### config.mk
export PLATFORM = sky130hd
export DESIGN_NAME = muldiv_iter_unit
export DESIGN_NICKNAME = d
export VERILOG_FILES = /design/src/rtl/muldiv_iter_unit.sv
export SDC_FILE = /design/constraint.sdc
export NUM_CORES = 1
export LEC_CHECK = 0
export CAP_MARGIN = 15
export CORE_ASPECT_RATIO = 0.8
export CORE_UTILIZATION = 57
export CTS_BUF_LIST = sky130_fd_sc_hd__clkbuf_4 sky130_fd_sc_hd__clkbuf_8
export CTS_CLUSTER_SIZE = 12
export DETAILED_ROUTE_END_ITERATION = 12
export PLACE_DENSITY = 0.8
export SLEW_MARGIN = 20
export SYNTH_ARGS = -nofsm -noshare
export SYNTH_HDL_FRONTEND = slang
export SYNTH_SLANG_ARGS = --single-unit
### constraint.sdc
create_clock -name clk_i -period 6.2 [get_ports clk_i]
set_clock_uncertainty 0.05 [all_clocks]
set_input_delay 0.93 -clock clk_i [delete_from_list [all_inputs] [get_ports clk_i]]
set_output_delay 0.93 -clock clk_i [all_outputs]
set_load 0.02 [all_outputs]
### src/rtl/muldiv_iter_unit.sv
// Iterative RV M-extension execute unit (MUL/MULH/MULHSU/MULHU/DIV/DIVU/REM/REMU).
// Sits beside the single-cycle ALU and stalls the pipeline through a valid/ready handshake.
// Multiply and divide both work on operand magnitudes; the sign is applied in one final cycle.
//
// state | meaning
// IDLE  | ready to accept a new op (in_ready_o high)
// CALC  | retiring MUL_STEP multiplier bits or DIV_STEP quotient bits per cycle
// FIX   | apply sign correction and select the result half / quotient / remainder
// DONE  | result presented on result_o, held until out_ready_i
module muldiv_iter_unit #(
    parameter int XLEN     = 32,
    parameter int MUL_STEP = 4,
    parameter int DIV_STEP = 1
) (
    input  logic            clk_i,
    input  logic            rst_ni,
    input  logic            in_valid_i,
    output logic            in_ready_o,
    input  logic [2:0]      funct3_i,
    input  logic [XLEN-1:0] op_a_i,
    input  logic [XLEN-1:0] op_b_i,
    input  logic            flush_i,
    output logic            out_valid_o,
    input  logic            out_ready_i,
    output logic [XLEN-1:0] result_o,
    output logic            busy_o
);

    localparam int               CNT_W    = $clog2(XLEN + 1);
    localparam logic [CNT_W-1:0] MUL_LAST = CNT_W'(XLEN / MUL_STEP - 1);
    localparam logic [CNT_W-1:0] DIV_LAST = CNT_W'(XLEN / DIV_STEP - 1);
    localparam logic [XLEN-1:0]  INT_MIN  = {1'b1, {(XLEN-1){1'b0}}};

    typedef enum logic [1:0] {
        S_IDLE,
        S_CALC,
        S_FIX,
        S_DONE
    } state_t;

    state_t             state_q, state_d;
    logic [2:0]         f3_q, f3_d;
    logic [XLEN-1:0]    opb_q, opb_d;      // multiplicand or divisor magnitude
    logic [2*XLEN-1:0]  acc_q, acc_d;      // mul: {partial high, multiplier}; div: {remainder, quotient}
    logic               neg_q, neg_d;      // negate product / quotient at the end
    logic               rneg_q, rneg_d;    // negate remainder at the end
    logic [CNT_W-1:0]   cnt_q, cnt_d;
    logic [XLEN-1:0]    res_q, res_d;

    logic               in_div, a_sgn, b_sgn, a_neg, b_neg;
    logic [XLEN-1:0]    a_mag, b_mag;
    logic               fast;
    logic [XLEN-1:0]    fast_res;

    logic [XLEN+MUL_STEP-1:0] mul_sum;
    logic [2*XLEN-1:0]  mul_next, div_next, prod_fix;
    logic [XLEN:0]      div_trial;
    logic [XLEN-1:0]    quo_fix, rem_fix, fix_res;

    // Decode the incoming op: signedness, magnitudes and the no-iteration special cases.
    always_comb begin
        in_div   = funct3_i[2];
        a_sgn    = in_div ? ~funct3_i[0] : (funct3_i[1:0] == 2'b01 || funct3_i[1:0] == 2'b10);
        b_sgn    = in_div ? ~funct3_i[0] : (funct3_i[1:0] == 2'b01);
        a_neg    = a_sgn & op_a_i[XLEN-1];
        b_neg    = b_sgn & op_b_i[XLEN-1];
        a_mag    = a_neg ? -op_a_i : op_a_i;
        b_mag    = b_neg ? -op_b_i : op_b_i;
        fast     = 1'b0;
        fast_res = '0;
        if (in_div) begin
            if (op_b_i == '0) begin
                fast     = 1'b1;
                fast_res = funct3_i[1] ? op_a_i : '1;
            end else if (!funct3_i[0] && op_a_i == INT_MIN && op_b_i == '1) begin
                fast     = 1'b1;
                fast_res = funct3_i[1] ? '0 : op_a_i;
            end
        end else if (op_a_i == '0 || op_b_i == '0) begin
            fast     = 1'b1;
            fast_res = '0;
        end
    end

    // One iteration of shift-add multiply / restoring divide, plus the final sign fix.
    always_comb begin
        mul_sum  = {{MUL_STEP{1'b0}}, acc_q[2*XLEN-1:XLEN]}
                 + {{MUL_STEP{1'b0}}, opb_q} * {{XLEN{1'b0}}, acc_q[MUL_STEP-1:0]};
        mul_next = {mul_sum, acc_q[XLEN-1:MUL_STEP]};

        div_next  = acc_q;
        div_trial = '0;
        for (int i = 0; i < DIV_STEP; i++) begin
            // Remainder shifted left with the next dividend bit, minus the divisor.
            div_trial = div_next[2*XLEN-1:XLEN-1] - {1'b0, opb_q};
            if (!div_trial[XLEN]) begin
                div_next = {div_trial[XLEN-1:0], div_next[XLEN-2:0], 1'b1};
            end else begin
                div_next = {div_next[2*XLEN-2:0], 1'b0};
            end
        end

        prod_fix = neg_q  ? -acc_q : acc_q;
        quo_fix  = neg_q  ? -acc_q[XLEN-1:0] : acc_q[XLEN-1:0];
        rem_fix  = rneg_q ? -acc_q[2*XLEN-1:XLEN] : acc_q[2*XLEN-1:XLEN];
        if (f3_q[2]) begin
            fix_res = f3_q[1] ? rem_fix : quo_fix;
        end else begin
            fix_res = (f3_q[1:0] == 2'b00) ? prod_fix[XLEN-1:0] : prod_fix[2*XLEN-1:XLEN];
        end
    end

    // Next-state and datapath-load logic; flush overrides everything.
    always_comb begin
        state_d = state_q;
        f3_d    = f3_q;
        opb_d   = opb_q;
        acc_d   = acc_q;
        neg_d   = neg_q;
        rneg_d  = rneg_q;
        cnt_d   = cnt_q;
        res_d   = res_q;
        case (state_q)
            S_IDLE: begin
                if (in_valid_i) begin
                    f3_d = funct3_i;
                    if (fast) begin
                        res_d   = fast_res;
                        state_d = S_DONE;
                    end else begin
                        acc_d   = in_div ? {{XLEN{1'b0}}, a_mag} : {{XLEN{1'b0}}, b_mag};
                        opb_d   = in_div ? b_mag : a_mag;
                        neg_d   = a_neg ^ b_neg;
                        rneg_d  = a_neg;
                        cnt_d   = '0;
                        state_d = S_CALC;
                    end
                end
            end
            S_CALC: begin
                acc_d = f3_q[2] ? div_next : mul_next;
                cnt_d = cnt_q + CNT_W'(1);
                if (cnt_q == (f3_q[2] ? DIV_LAST : MUL_LAST)) begin
                    state_d = S_FIX;
                end
            end
            S_FIX: begin
                res_d   = fix_res;
                state_d = S_DONE;
            end
            S_DONE: begin
                if (out_ready_i) begin
                    state_d = S_IDLE;
                end
            end
            default: state_d = S_IDLE;
        endcase
        if (flush_i) begin
            state_d = S_IDLE;
            res_d   = res_q;
        end
    end

    // State and datapath registers.
    always_ff @(posedge clk_i or negedge rst_ni) begin
        if (!rst_ni) begin
            state_q <= S_IDLE;
            f3_q    <= '0;
            opb_q   <= '0;
            acc_q   <= '0;
            neg_q   <= 1'b0;
            rneg_q  <= 1'b0;
            cnt_q   <= '0;
            res_q   <= '0;
        end else begin
            state_q <= state_d;
            f3_q    <= f3_d;
            opb_q   <= opb_d;
            acc_q   <= acc_d;
            neg_q   <= neg_d;
            rneg_q  <= rneg_d;
            cnt_q   <= cnt_d;
            res_q   <= res_d;
        end
    end

    assign in_ready_o  = (state_q == S_IDLE);
    assign busy_o      = (state_q != S_IDLE);
    assign out_valid_o = (state_q == S_DONE);
    assign result_o    = res_q;

endmodule

==> impl_metrics.toml <==
[drt]
firstDrtPassIters = 7
drt-initial-drc-count = 2114
routed_wl_microns = 64150
dr_total_vias = 18700
ant_nets = 0
wl_per_cell_microns = 22.24
drcViolationCount = 0
post_drt_via_cell_ratio = 6.484

[global_routing]
grt_remaining_overflow = 0
grt_max_degree = 96
grt_usage = 0.3875
grt_pass1_vias = 17000
grt_pass1_wl_microns = 97230
antenna_found_initial = 2

[cts]
ctsResizeCount = 0
cts_sinks = 141
path_clk_slew_ns = 0.09
numCtsBuffers = 17
htreeDepth = 4
cts_setup_buffers = 0
clockBufferDepth = 2
cts_tree = "yes"
postCtsHoldBufs = 0
root_buffer = "clkbuf_8"
clk_latency_ns = 0.53

[synth]
yosys.area_share.adder = 0.1593
synthSimpleGateAreaFrac = 0.1950
avgSynthCellArea_sq_um = 7.540
async_reset_ff_frac = 1.000
ys.flop_type = "dfrtp_1"
muxShareOfSynthArea = 0.02768
synth_xor_area_frac = 0.09093
synth_top_cell_by_area = "dfrtp_1"
ys_top_cells_by_area = "dfrtp_1 (19%), fa_1 (10%), xnor2_1 (6.1%)"
syn_area_sq_um = 18400
seq_area_frac_synth = 0.1918
synth_cell_types = 78
synthTopCellsByCount = "nor2_1 (277), inv_1 (214), o21ai_0 (209)"
synth_edf_count = 0
yosys.cell_count.top_type = "nor2_1"
synth_top_family_by_area = "compound AO/OA/AOI/OAI gates"
synth_compound_area_frac = 0.2586
ys_warn_count = 0
synth_seq_cells = 141
synth_nets = 2691
synth_cells = 2440
synth_top_area_share = 0.1918

[worst_setup_path]
critPathCaptureType = "register"
crit_type = "reg2reg"
cp-start-kind = "register"
r2r_slack_ns = 0.51
crit_cells = 19
arrival_ns = 6.06
critPathTopFamily = "compound AO/OA/AOI/OAI gates"
r2r-end = "acc_q[63]$_DFFE_PN0P_"
cp_max_fo = 29
path_buf_inv = 5
crit_required_ns = 6.56
worstPathCellList = "inv_1, buf_4, nor2_1, fa_1, fa_1, inv_1, fa_1, inv_1, ha_1, o211ai_1, o21ai_0, a32o_1, a21boi_0, buf_4, o31ai_1, o21a_1, o21ai_0, mux2i_1, a32o_1"
slowest_delay_ns = 0.56
worst_r2r_path_depth = 19
critical_path.slowest_cell = "o31ai_1"
timing.rr.start = "acc_q[1]$_DFFE_PN0P_"

[die]
coreArea_sq_um = 31570
design.portCount = 107
floorplan.initialDensity = 0.5828
fp.dieH_microns = 162.7
num_rows = 58
dieArea_sq_um = 33000
dieWidth_microns = 202.9

[timing]
period_share = 0.9184
fmax_mhz = 175.6
relSlewSlack = 0.1465
worstMarginPinSlew_ns = 1.267
setup_viol = 0
setup-tns-final_ns = 0
fin_crit_ns = 5.694
drv_slew = 0
rsz0062_at_grt = "no"
finalWorstSetupSlack_ns = 0.5059
hold-worst-slack_ns = 0.4216
hold_violations = 0

[placement]
gp_congestion = 1.024
io_buffer_count = 106
dp_slack_ns = 0.7034
dp_hpwl_microns = 50550

[final_layout]
fin_nets = 2702
syn_to_final_growth_pct = 9.399
layout-drive-gt1-share = 0.05763
finalCoreUtilization = 0.6376
fill_cells = 2810
diodes = 0

[job]
maxCapViolCount = 0

[outcome]
outcome = "complete, no violations"

[hold_path]
min_path_type = "in2async"
==> registers in the layout, indices dropped and copies added, names as in the netlist <==
register	cells
opb_q	32
acc_q	64
result_o	32
neg_q	1
cnt_q	6
rneg_q	1
state_q	2
f3_q	3
==> through the flow <==
step                      cells  cell area [sq um]
after global routing       2884              20130
after CTS                  2884              20130
after global placement     2852              19750
after detailed placement   2852              19750
after floorplan            2440              18400
final                      2884              20130
==> cell type report <==
class	instances	area, sq um	share of cell area
flip-flops and latches	141	3531	0.1754
inverters	216	810.8	0.04028
clock inverters	12	111.4	0.005533
multi-input cells	1929	13510	0.6714
clock buffers	20	262.8	0.01305
repair buffers	146	1373	0.06820
well taps	420	525.5	0.02611
==> worst max-delay path by stage <==
stage,from,endpoint,slack [ns]
2_1_floorplan,acc_q[1]$_DFFE_PN0P_,acc_q[61]$_DFFE_PN0P_,1.14
3_3_place_gp,acc_q[2]$_DFFE_PN0P_,acc_q[63]$_DFFE_PN0P_,0.89
3_5_place_dp,acc_q[1]$_DFFE_PN0P_,acc_q[63]$_DFFE_PN0P_,0.70
4_1_cts,acc_q[1]$_DFFE_PN0P_,acc_q[63]$_DFFE_PN0P_,0.67
5_1_grt,acc_q[1]$_DFFE_PN0P_,acc_q[61]$_DFFE_PN0P_,0.16
6_report,acc_q[1]$_DFFE_PN0P_,acc_q[63]$_DFFE_PN0P_,0.51
==> placed cells by master, fill, tap and decap left out, types with 16 or more instances in the layout <==
| cell type | Yosys | layout |
|---|---|---|
| mux2_2 | 31 | 31 |
| clkbuf_8 | 0 | 18 |
| inv_1 | 214 | 214 |
| ha_1 | 87 | 86 |
| a211oi_1 | 50 | 50 |
| o21bai_1 | 24 | 24 |
| a31oi_1 | 37 | 37 |
| o21ai_0 | 209 | 209 |
| o41ai_1 | 18 | 18 |
| nor3_1 | 34 | 33 |
| nand3_1 | 27 | 26 |
| or3_1 | 30 | 30 |
| xnor2_1 | 129 | 129 |
| and2_1 | 67 | 67 |
| buf_4 | 0 | 40 |
| or4_1 | 21 | 21 |
| o211ai_1 | 28 | 28 |
| xor2_1 | 62 | 62 |
| nand2_1 | 187 | 187 |
| mux2i_1 | 16 | 16 |
| o21a_1 | 18 | 18 |
| a21oi_1 | 196 | 195 |
| o31ai_1 | 38 | 37 |
| clkdlybuf4s50_1 | 0 | 104 |
| nand4_1 | 27 | 27 |
| a21o_1 | 38 | 38 |
| fa_1 | 92 | 92 |
| dfrtp_1 | 141 | 139 |
| and3_1 | 17 | 17 |
| nor2_1 | 277 | 277 |
==> cells by family after synthesis <==
group / Yosys count
flip-flops: 141
XOR/XNOR: 191
adder cells (fa/ha/maj): 179
AO/OA/AOI/OAI: 754
AND/OR/NAND/NOR: 758
buffers and inverters: 370
multiplexers: 47
==> routing by layer <==
layer	part of all wire	wire, microns	global-route usage
met5	0.00080	51	0
met4	0.039	2526	0.1637
met3	0.12	7813	0.1277
met2	0.43	27490	0.5658
met1	0.41	26260	0.5237
Power is left out: the tool's default activity adds up to more than one toggle a clock period on the data nets, which glitch-free logic cannot reach.
